File: config.mk
export PLATFORM = sky130hd
export DESIGN_NAME = banco_reg_dst_flat
export DESIGN_NICKNAME = d
export VERILOG_FILES = /design/src/rtl/banco_reg_dst_if.sv /design/src/rtl/banco_reg_dst.sv /design/src/flat_wrapper.sv
export SDC_FILE = /design/constraint.sdc
export NUM_CORES = 2
export LEC_CHECK = 0
export CORE_UTILIZATION = 50
export DETAILED_ROUTE_END_ITERATION = 16
export PLACE_DENSITY = 0.73
export SYNTH_ARGS = -nofsm -noshare
export SYNTH_HDL_FRONTEND = slang
export SYNTH_SLANG_ARGS = --single-unit
File: constraint.sdc
create_clock -name clk -period 4.7 [get_ports clk]
set_input_delay 1.41 -clock clk [delete_from_list [all_inputs] [get_ports clk]]
set_output_delay 1.41 -clock clk [all_outputs]
set_load 0.1 [all_outputs]
File: src/rtl/banco_reg_dst_if.sv
// ---------------------------------------------------------------------------
// banco_reg_dst_if
// Bus between the multicycle datapath and the 32 x 32-bit register bank.
//
// Signals:
//   reg_write   write enable, sampled on the rising clock edge
//   write_reg   destination index from the register-destination select stage
//   write_data  data to store
//   read_reg1   read port 1 index (rs)
//   read_reg2   read port 2 index (rt)
//   read_data1  read port 1 data (combinational)
//   read_data2  read port 2 data (combinational)
//   sp_out      stored value of register 29
//   ra_out      stored value of register 31
//
// Modports:
//   master  datapath side (drives indices, write enable and data)
//   slave   register bank side (returns read data and monitor values)
// ---------------------------------------------------------------------------
interface banco_reg_dst_if;
  logic        reg_write;
  logic [4:0]  write_reg;
  logic [31:0] write_data;
  logic [4:0]  read_reg1;
  logic [4:0]  read_reg2;
  logic [31:0] read_data1;
  logic [31:0] read_data2;
  logic [31:0] sp_out;
  logic [31:0] ra_out;

  modport master (
    output reg_write,
    output write_reg,
    output write_data,
    output read_reg1,
    output read_reg2,
    input  read_data1,
    input  read_data2,
    input  sp_out,
    input  ra_out
  );

  modport slave (
    input  reg_write,
    input  write_reg,
    input  write_data,
    input  read_reg1,
    input  read_reg2,
    output read_data1,
    output read_data2,
    output sp_out,
    output ra_out
  );
endinterface

File: src/rtl/banco_reg_dst.sv
// ---------------------------------------------------------------------------
// banco_reg_dst
// 32 x 32-bit general-purpose register bank for the multicycle datapath.
// Register 0 is hard-wired to zero, register 29 ($sp) and register 31 ($ra)
// have their own reset values. Two independent combinational read ports feed
// the A/B operand latches; an optional bypass forwards the word being written
// in the current cycle to a read port that addresses the same register.
//
// Parameters:
//   SP_RESET  reset value of register 29
//   RA_RESET  reset value of register 31
//   BYPASS    1: a read of the register being written returns write_data
//
// Ports:
//   clk    rising-edge clock
//   reset  asynchronous, active-low reset
//   bus    banco_reg_dst_if.slave (write port, two read ports, monitors)
// ---------------------------------------------------------------------------
module banco_reg_dst #(
  parameter logic [31:0] SP_RESET = 32'd227,
  parameter logic [31:0] RA_RESET = 32'd0,
  parameter bit          BYPASS   = 1'b1
) (
  input  logic            clk,
  input  logic            reset,
  banco_reg_dst_if.slave  bus
);

  localparam int DATA_W = 32;
  localparam int NREGS  = 32;
  localparam logic [4:0] SP_IDX = 5'd29;
  localparam logic [4:0] RA_IDX = 5'd31;

  logic [DATA_W-1:0] r [NREGS];

  // Write to index 0 is dropped here so r[0] never leaves its reset value.
  logic wr_en;
  assign wr_en = bus.reg_write && (bus.write_reg != 5'd0);

  // Forwarding is only legal outside reset: while reset is low the bank is
  // pinned to its reset contents and the pending write will be lost.
  logic fwd_en;
  assign fwd_en = BYPASS && reset && wr_en;

  // Reset value of one storage word.
  function automatic logic [DATA_W-1:0] reset_word(input int idx);
    if (idx == int'(SP_IDX))      reset_word = SP_RESET;
    else if (idx == int'(RA_IDX)) reset_word = RA_RESET;
    else                          reset_word = '0;
  endfunction

  // One read port: index 0 reads zero, a matching in-flight write wins when
  // forwarding is enabled, otherwise the stored word.
  function automatic logic [DATA_W-1:0] read_port(
    input logic [4:0]        idx,
    input logic [DATA_W-1:0] stored,
    input logic              fwd,
    input logic [4:0]        widx,
    input logic [DATA_W-1:0] wdata
  );
    if (idx == 5'd0)                read_port = '0;
    else if (fwd && (idx == widx))  read_port = wdata;
    else                            read_port = stored;
  endfunction

  // Storage: asynchronous reset is dominant, so a write pending in the same
  // cycle as a reset assertion never reaches the array.
  always_ff @(posedge clk or negedge reset) begin
    if (!reset) begin
      for (int i = 0; i < NREGS; i++) begin
        r[i] <= reset_word(i);
      end
    end else if (wr_en) begin
      r[bus.write_reg] <= bus.write_data;
    end
  end

  always_comb begin
    bus.read_data1 = read_port(bus.read_reg1, r[bus.read_reg1], fwd_en,
                               bus.write_reg, bus.write_data);
    bus.read_data2 = read_port(bus.read_reg2, r[bus.read_reg2], fwd_en,
                               bus.write_reg, bus.write_data);
  end

  // Monitors always show architectural state, never the forwarded word.
  assign bus.sp_out = r[SP_IDX];
  assign bus.ra_out = r[RA_IDX];

endmodule

File: src/flat_wrapper.sv
// flat-port wrapper written by rule: the top's interface ports become plain ports
module banco_reg_dst_flat 
#(
  parameter logic [31:0] SP_RESET = 32'd227,
  parameter logic [31:0] RA_RESET = 32'd0,
  parameter bit          BYPASS   = 1'b1
)
  (clk, reset, bus_reg_write, bus_write_reg, bus_write_data, bus_read_reg1, bus_read_reg2, bus_read_data1, bus_read_data2, bus_sp_out, bus_ra_out);
  banco_reg_dst_if bus_i ();
  input  logic clk;
  input  logic reset;
  input wire logic [$bits(bus_i.reg_write)-1:0] bus_reg_write;
  input wire logic [$bits(bus_i.write_reg)-1:0] bus_write_reg;
  input wire logic [$bits(bus_i.write_data)-1:0] bus_write_data;
  input wire logic [$bits(bus_i.read_reg1)-1:0] bus_read_reg1;
  input wire logic [$bits(bus_i.read_reg2)-1:0] bus_read_reg2;
  output wire logic [$bits(bus_i.read_data1)-1:0] bus_read_data1;
  output wire logic [$bits(bus_i.read_data2)-1:0] bus_read_data2;
  output wire logic [$bits(bus_i.sp_out)-1:0] bus_sp_out;
  output wire logic [$bits(bus_i.ra_out)-1:0] bus_ra_out;
  assign bus_i.reg_write = bus_reg_write;
  assign bus_i.write_reg = bus_write_reg;
  assign bus_i.write_data = bus_write_data;
  assign bus_i.read_reg1 = bus_read_reg1;
  assign bus_i.read_reg2 = bus_read_reg2;
  assign bus_read_data1 = bus_i.read_data1;
  assign bus_read_data2 = bus_i.read_data2;
  assign bus_sp_out = bus_i.sp_out;
  assign bus_ra_out = bus_i.ra_out;
  banco_reg_dst #(.SP_RESET(SP_RESET), .RA_RESET(RA_RESET), .BYPASS(BYPASS)) u_core (.clk(clk), .reset(reset), .bus(bus_i));
endmodule
Word level (Yosys, flattened, before mapping). Index checks and enable logic that the tools add are counted. Widths: inputs -> output; s select.

Logic and storage cells: 62. Bits in registers: 1024. Input bits: 50. Output and inout bits: 128.

$lt $le $gt $ge: 4. Muxes and demuxes: 13. Reduce and logical (&&, ||, !) cells: 8. Equality and inequality tests: 2. Bitwise logic cells: 3.

Operators by type and width (count): $bwmux 1024 (1); $bmux 32 s5 (2); $mux 32 (9); $demux 32 s5 (1); $ge 6x6->1 const B (3); $not 5->6 (3); $eq 5x5->1 (2); $logic_not 5->1 (2); $lt 6x1->1 const B (1); $logic_and 1x1->1 (5); $reduce_bool 5->1 (1).

Longest topological paths before layout.
Word-level depth: 6. Mapped depth: 10. Gate-level depth less buffers: 5.

Worst setup path before layout. No wires, ideal clock.

Path type: input -> output. Start point: input port bus_read_reg2[0]. End point: output port bus_read_data2[10]. Required time: 3290 ps. Arrival time: 4736 ps. Path slack: -1446 ps. Buffers on the path: 3. Cell stages on the path: 8. Path through: buf_2 -> buf_4 -> xnor2_1 -> nand3_1 -> nor3_2 -> clkbuf_1 -> nor3_1 -> nor3_1.

Word-level cells in the longest chain between the ends: 6. Elaborated cells on any way between the ends: 9. Classes of those cells: eq/ne: 1; mux: 5; bitwise: 1; reduce/logical: 2.

RTL lines: start, declared (RTL line flat_wrapper.sv:16) `input wire logic [$bits(bus_i.read_reg2)-1:0] bus_read_reg2;`; $not 5->6 (not written as such) (RTL line banco_reg_dst.sv:81) `bus.read_data2 = read_port(bus.read_reg2, r[bus.read_reg2], fwd_en,`; $bmux 32 s5 (RTL line banco_reg_dst.sv:81); $mux 32 (not written as such) (2 in series) (RTL line banco_reg_dst.sv:81); $mux 32 (RTL line banco_reg_dst.sv:62) `else if (fwd && (idx == widx)) read_port = wdata;`; $mux 32 (*) (RTL line banco_reg_dst.sv:61) `if (idx == 5'd0) read_port = '0;`; end, declared (RTL line flat_wrapper.sv:18) `output wire logic [$bits(bus_i.read_data2)-1:0] bus_read_data2;`.

Every way passes the cells marked *; elsewhere a longest branch is shown, timed or not. The select of a mux whose other input is x is not followed.

Worst setup path in the final report.
Start point: input port bus_write_reg[1]. End point: output port bus_read_data1[20].

Word-level cells in the longest chain between the ends: 6. Elaborated cells on any way between the ends: 7. Classes of those cells: eq/ne: 1; mux: 2; reduce/logical: 4.

RTL lines: start, declared (RTL line flat_wrapper.sv:13) `input wire logic [$bits(bus_i.write_reg)-1:0] bus_write_reg;`; $reduce_bool 5->1 (RTL line banco_reg_dst.sv:38) `assign wr_en = bus.reg_write && (bus.write_reg != 5'd0);`; $logic_and 1x1->1 (RTL line banco_reg_dst.sv:38); $logic_and 1x1->1 (RTL line banco_reg_dst.sv:43) `assign fwd_en = BYPASS && reset && wr_en;`; $logic_and 1x1->1 (*) (RTL line banco_reg_dst.sv:62); $mux 32 (*) (RTL line banco_reg_dst.sv:62); $mux 32 (*) (RTL line banco_reg_dst.sv:61); end, declared (RTL line flat_wrapper.sv:17) `output wire logic [$bits(bus_i.read_data1)-1:0] bus_read_data1;`.

Every way passes the cells marked *; elsewhere a longest branch is shown, timed or not.

==> flow_summary_export.csv <==
group,metric,value,unit
outcome,status,"complete, but fails checks",
outcome,violations,"negative setup slack",
final_layout,fin_area,72060,um^2
final_layout,multi_input_area,30780,um^2
grt,antenna_found_initial,4,
detailed_routing,wl_per_cell,33.86,um
synth,synth_seq_cells,1024,
critical_path,crit_path_cell_trace,"buf_8, or2_4, o311ai_4, buf_4, buf_8, buf_12, buf_16, o31ai_4, a21oi_4, buf_12",
sta,hold_viol,0,
die,core,109300,um^2
die,die_x,334.8,um
grt,track_usage,34.71,%
clocking,h-tree-depth,3,
place,dpl.hpwl,118000,um
place,post-place-ws,-0.8515,ns
critical_path,critPathKind,"in2out",
detailed_routing,drt-initial-drc-count,5056,
sta,rsz0062_at_grt,"yes",
final_layout,drive_above_1_share,63.78,%
critical_path,cp.required,3.29,ns
synth,synth_cells,3914,
sta,maxSlewViolCount,0,
synth,seq_area_frac_synth,46.29,%
clocking,cts_tree,"built",
synth,synth_area,55370,um^2
place,placed_area,62950,um^2
sta,timing.fmax,204.4,MHz
hold_path,hold_class,"reg2reg",
synth,syn_avg_cell_area,14.15,um^2
place,portBuffers,177,
clocking,clockRootBuffer,"clkbuf_16",
synth,synth_top_area_share,46.06,%
critical_path,max_stage_delay,0.39,ns
detailed_routing,vias,40590,
power_and_ir_drop,power_density,412.5,nW/um^2
clocking,cts_num_sinks,1024,
detailed_routing,ant_nets,0,
final_layout,finalNonFillerCells,5848,
clocking,hold_buffers,0,
place,placedCellCount,5495,
clocking,clockBufferDepth,3,
critical_path,crit_path_top_delay_cell,"o311ai_4",
grt,grt_pass1_wl,283800,um
final_layout,nFillCells,7281,
die,die-area,112100,um^2
detailed_routing,drt-pass1-iter-count,5,
job,cap_violations,0,
grt,grt_start_max_net_pins,173,
critical_path,critPathLaunchType,"primary input",
sta,tightest_slew,1.157,ns
grt,gr-total-overflow,0,
sta,fin_crit_sh,104.1,%
synth,synth-main-ff-cell,"dfrtp_1",
grt,grt_pass1_vias,41160,
clocking,cts_buffers,110,
final_layout,fin_nets,4327,
synth,yosysWarnings,0,
power_and_ir_drop,ir_worst_vdd,0.2787,mV
place,place.gp.congestion,0.9191,
critical_path,cp-end-kind,"primary output",
final_layout,final_cell_mix,"mux2_2 (1112), dfrtp_1 (1019), mux4_2 (386)",
die,io_pins,178,
synth,ys_types,46,
clocking,clk_pin_slew,0.06,ns
sta,worst_slack,-0.1934,ns
sta,min_period,4.893,ns
synth,synth_edf_count,0,
sta,fin_skew,0,ns
synth,synth_area_leaders,"dfrtp_1 (46%), mux2_2 (23%), mux4_2 (16%), mux2i_1 (2.4%), clkbuf_1 (1.7%)",
final_layout,layout_commonest_cell,"mux2_2",
critical_path,arrival,3.48,ns
die,initial_utilization,50.65,%
detailed_routing,route.detailed.drc,0,
critical_path,path_max_fanout,5,
synth,async_flop_share,100.0,%
synth,synth_area_leader_cell,"dfrtp_1",
sta,setup_viol,64,
final_layout,register_area,25630,um^2
synth,syn-num-nets,3964,
clocking,clk_latency,0.70,ns
die,die_h,334.8,um
die,rows,121,
sta,slew_headroom,22.63,%
detailed_routing,wirelength,198000,um
final_layout,area_delta_synth_final,30.16,%
detailed_routing,via_per_inst,6.940,
power_and_ir_drop,p_leak,30.71,nW
-- kinds of logic after synthesis --
family | count (synthesis) | share of synthesized area [%]
buffers and inverters | 524 | 4.626
XOR/XNOR | 10 | 0.1582
AO/OA/AOI/OAI | 355 | 4.827
flip-flops | 1024 | 46.29
AND/OR/NAND/NOR | 369 | 3.345
multiplexers | 1632 | 40.75
-- through the flow --
stage	total power, mW	hold slack (ns)	utilization, %	setup TNS (ns)
2_1_floorplan	17.17	0.4451	-	-4.691
3_3_place_gp	19.26	0.3859	57.59	-39.88
3_5_place_dp	19.50	0.3876	57.59	-41.65
4_1_cts	29.29	0.4019	64.59	-4.823
5_1_grt	30.60	0.4075	65.92	-5.592
6_report	29.72	0.4025	65.93	-4.626
-- worst max-delay path: cells and delay by family --
family | cells | cell delay, ns
buffers and inverters | 6 | 0.97
AOI/OAI and AO/OA | 3 | 0.80
and+or+nand+nor | 1 | 0.27
-- report_power, final --
group	total [mW]	internal (mW)	switching [mW]
clock	9.36	5.53	3.82
combinational	8.54	4.21	4.33
sequential	11.8	10.5	1.32
-- repair_timing --
action	in CTS	in global routing
gates resized for setup	462	212
setup endpoints to repair	64	64
pin swaps	167	134
setup buffers	99	46
gates cloned	27	12
-- path summary, 6_finish.rpt --
| check | startpoint | endpoint | slack [ns] | cells after the start |
|---|---|---|---|---|
| worst min-delay path | u_core.r[998]$_DFFE_PN0P_ | u_core.r[998]$_DFFE_PN0P_ | 0.40 | 0 |
| min in group asynchronous | reset | u_core.r[1015]$_DFFE_PN0P_ | 1.03 | 3 |
| worst max register to register | u_core.bus.sp_out[5]$_DFFE_PN1P_ | u_core.bus.sp_out[5]$_DFFE_PN1P_ | 3.83 | 1 |
| worst max-delay path | bus_write_reg[1] | bus_read_data1[20] | -0.19 | 10 |
| worst min register to register | u_core.r[998]$_DFFE_PN0P_ | u_core.r[998]$_DFFE_PN0P_ | 0.40 | 0 |
| max in group asynchronous | reset | u_core.r[777]$_DFFE_PN0P_ | 1.36 | 5 |
-- sequential cells by signal, indices dropped and copies added, names as in the netlist --
name and cells:
u_core.bus.ra_out 32, u_core.bus.sp_out 32, u_core.r 960
-- routing by layer --
metal	vias up	global-route usage (%)	wire length [um]
li1	15840	-	-
met1	21530	46.77	75460
met2	2627	50.85	88790
met3	579	10.50	23140
met4	8	17.87	10570
met5	-	0	57
-- synthesized netlist by cell type, drive strengths merged (32+ instances only) --
library cell and n:
dfrtp 1019, clkbuf 249, mux4 386, mux2 1116, mux2i 130, o22ai 124
o211ai 32, buf 271, or3 33, nor3 95, a221oi 33, nor4 63
nor2 117
-- final cells by class --
class / instances / share of cell area, %
diodes: 2 / 0.006945
well taps: 1476 / 2.563
repair buffers: 770 / 13.73
flip-flops and latches: 1024 / 35.57
clock buffers: 148 / 4.438
multi-input cells: 2367 / 42.71
inverters: 4 / 0.02604
clock inverters: 57 / 0.9584
(Power assumes the default switching activity.)
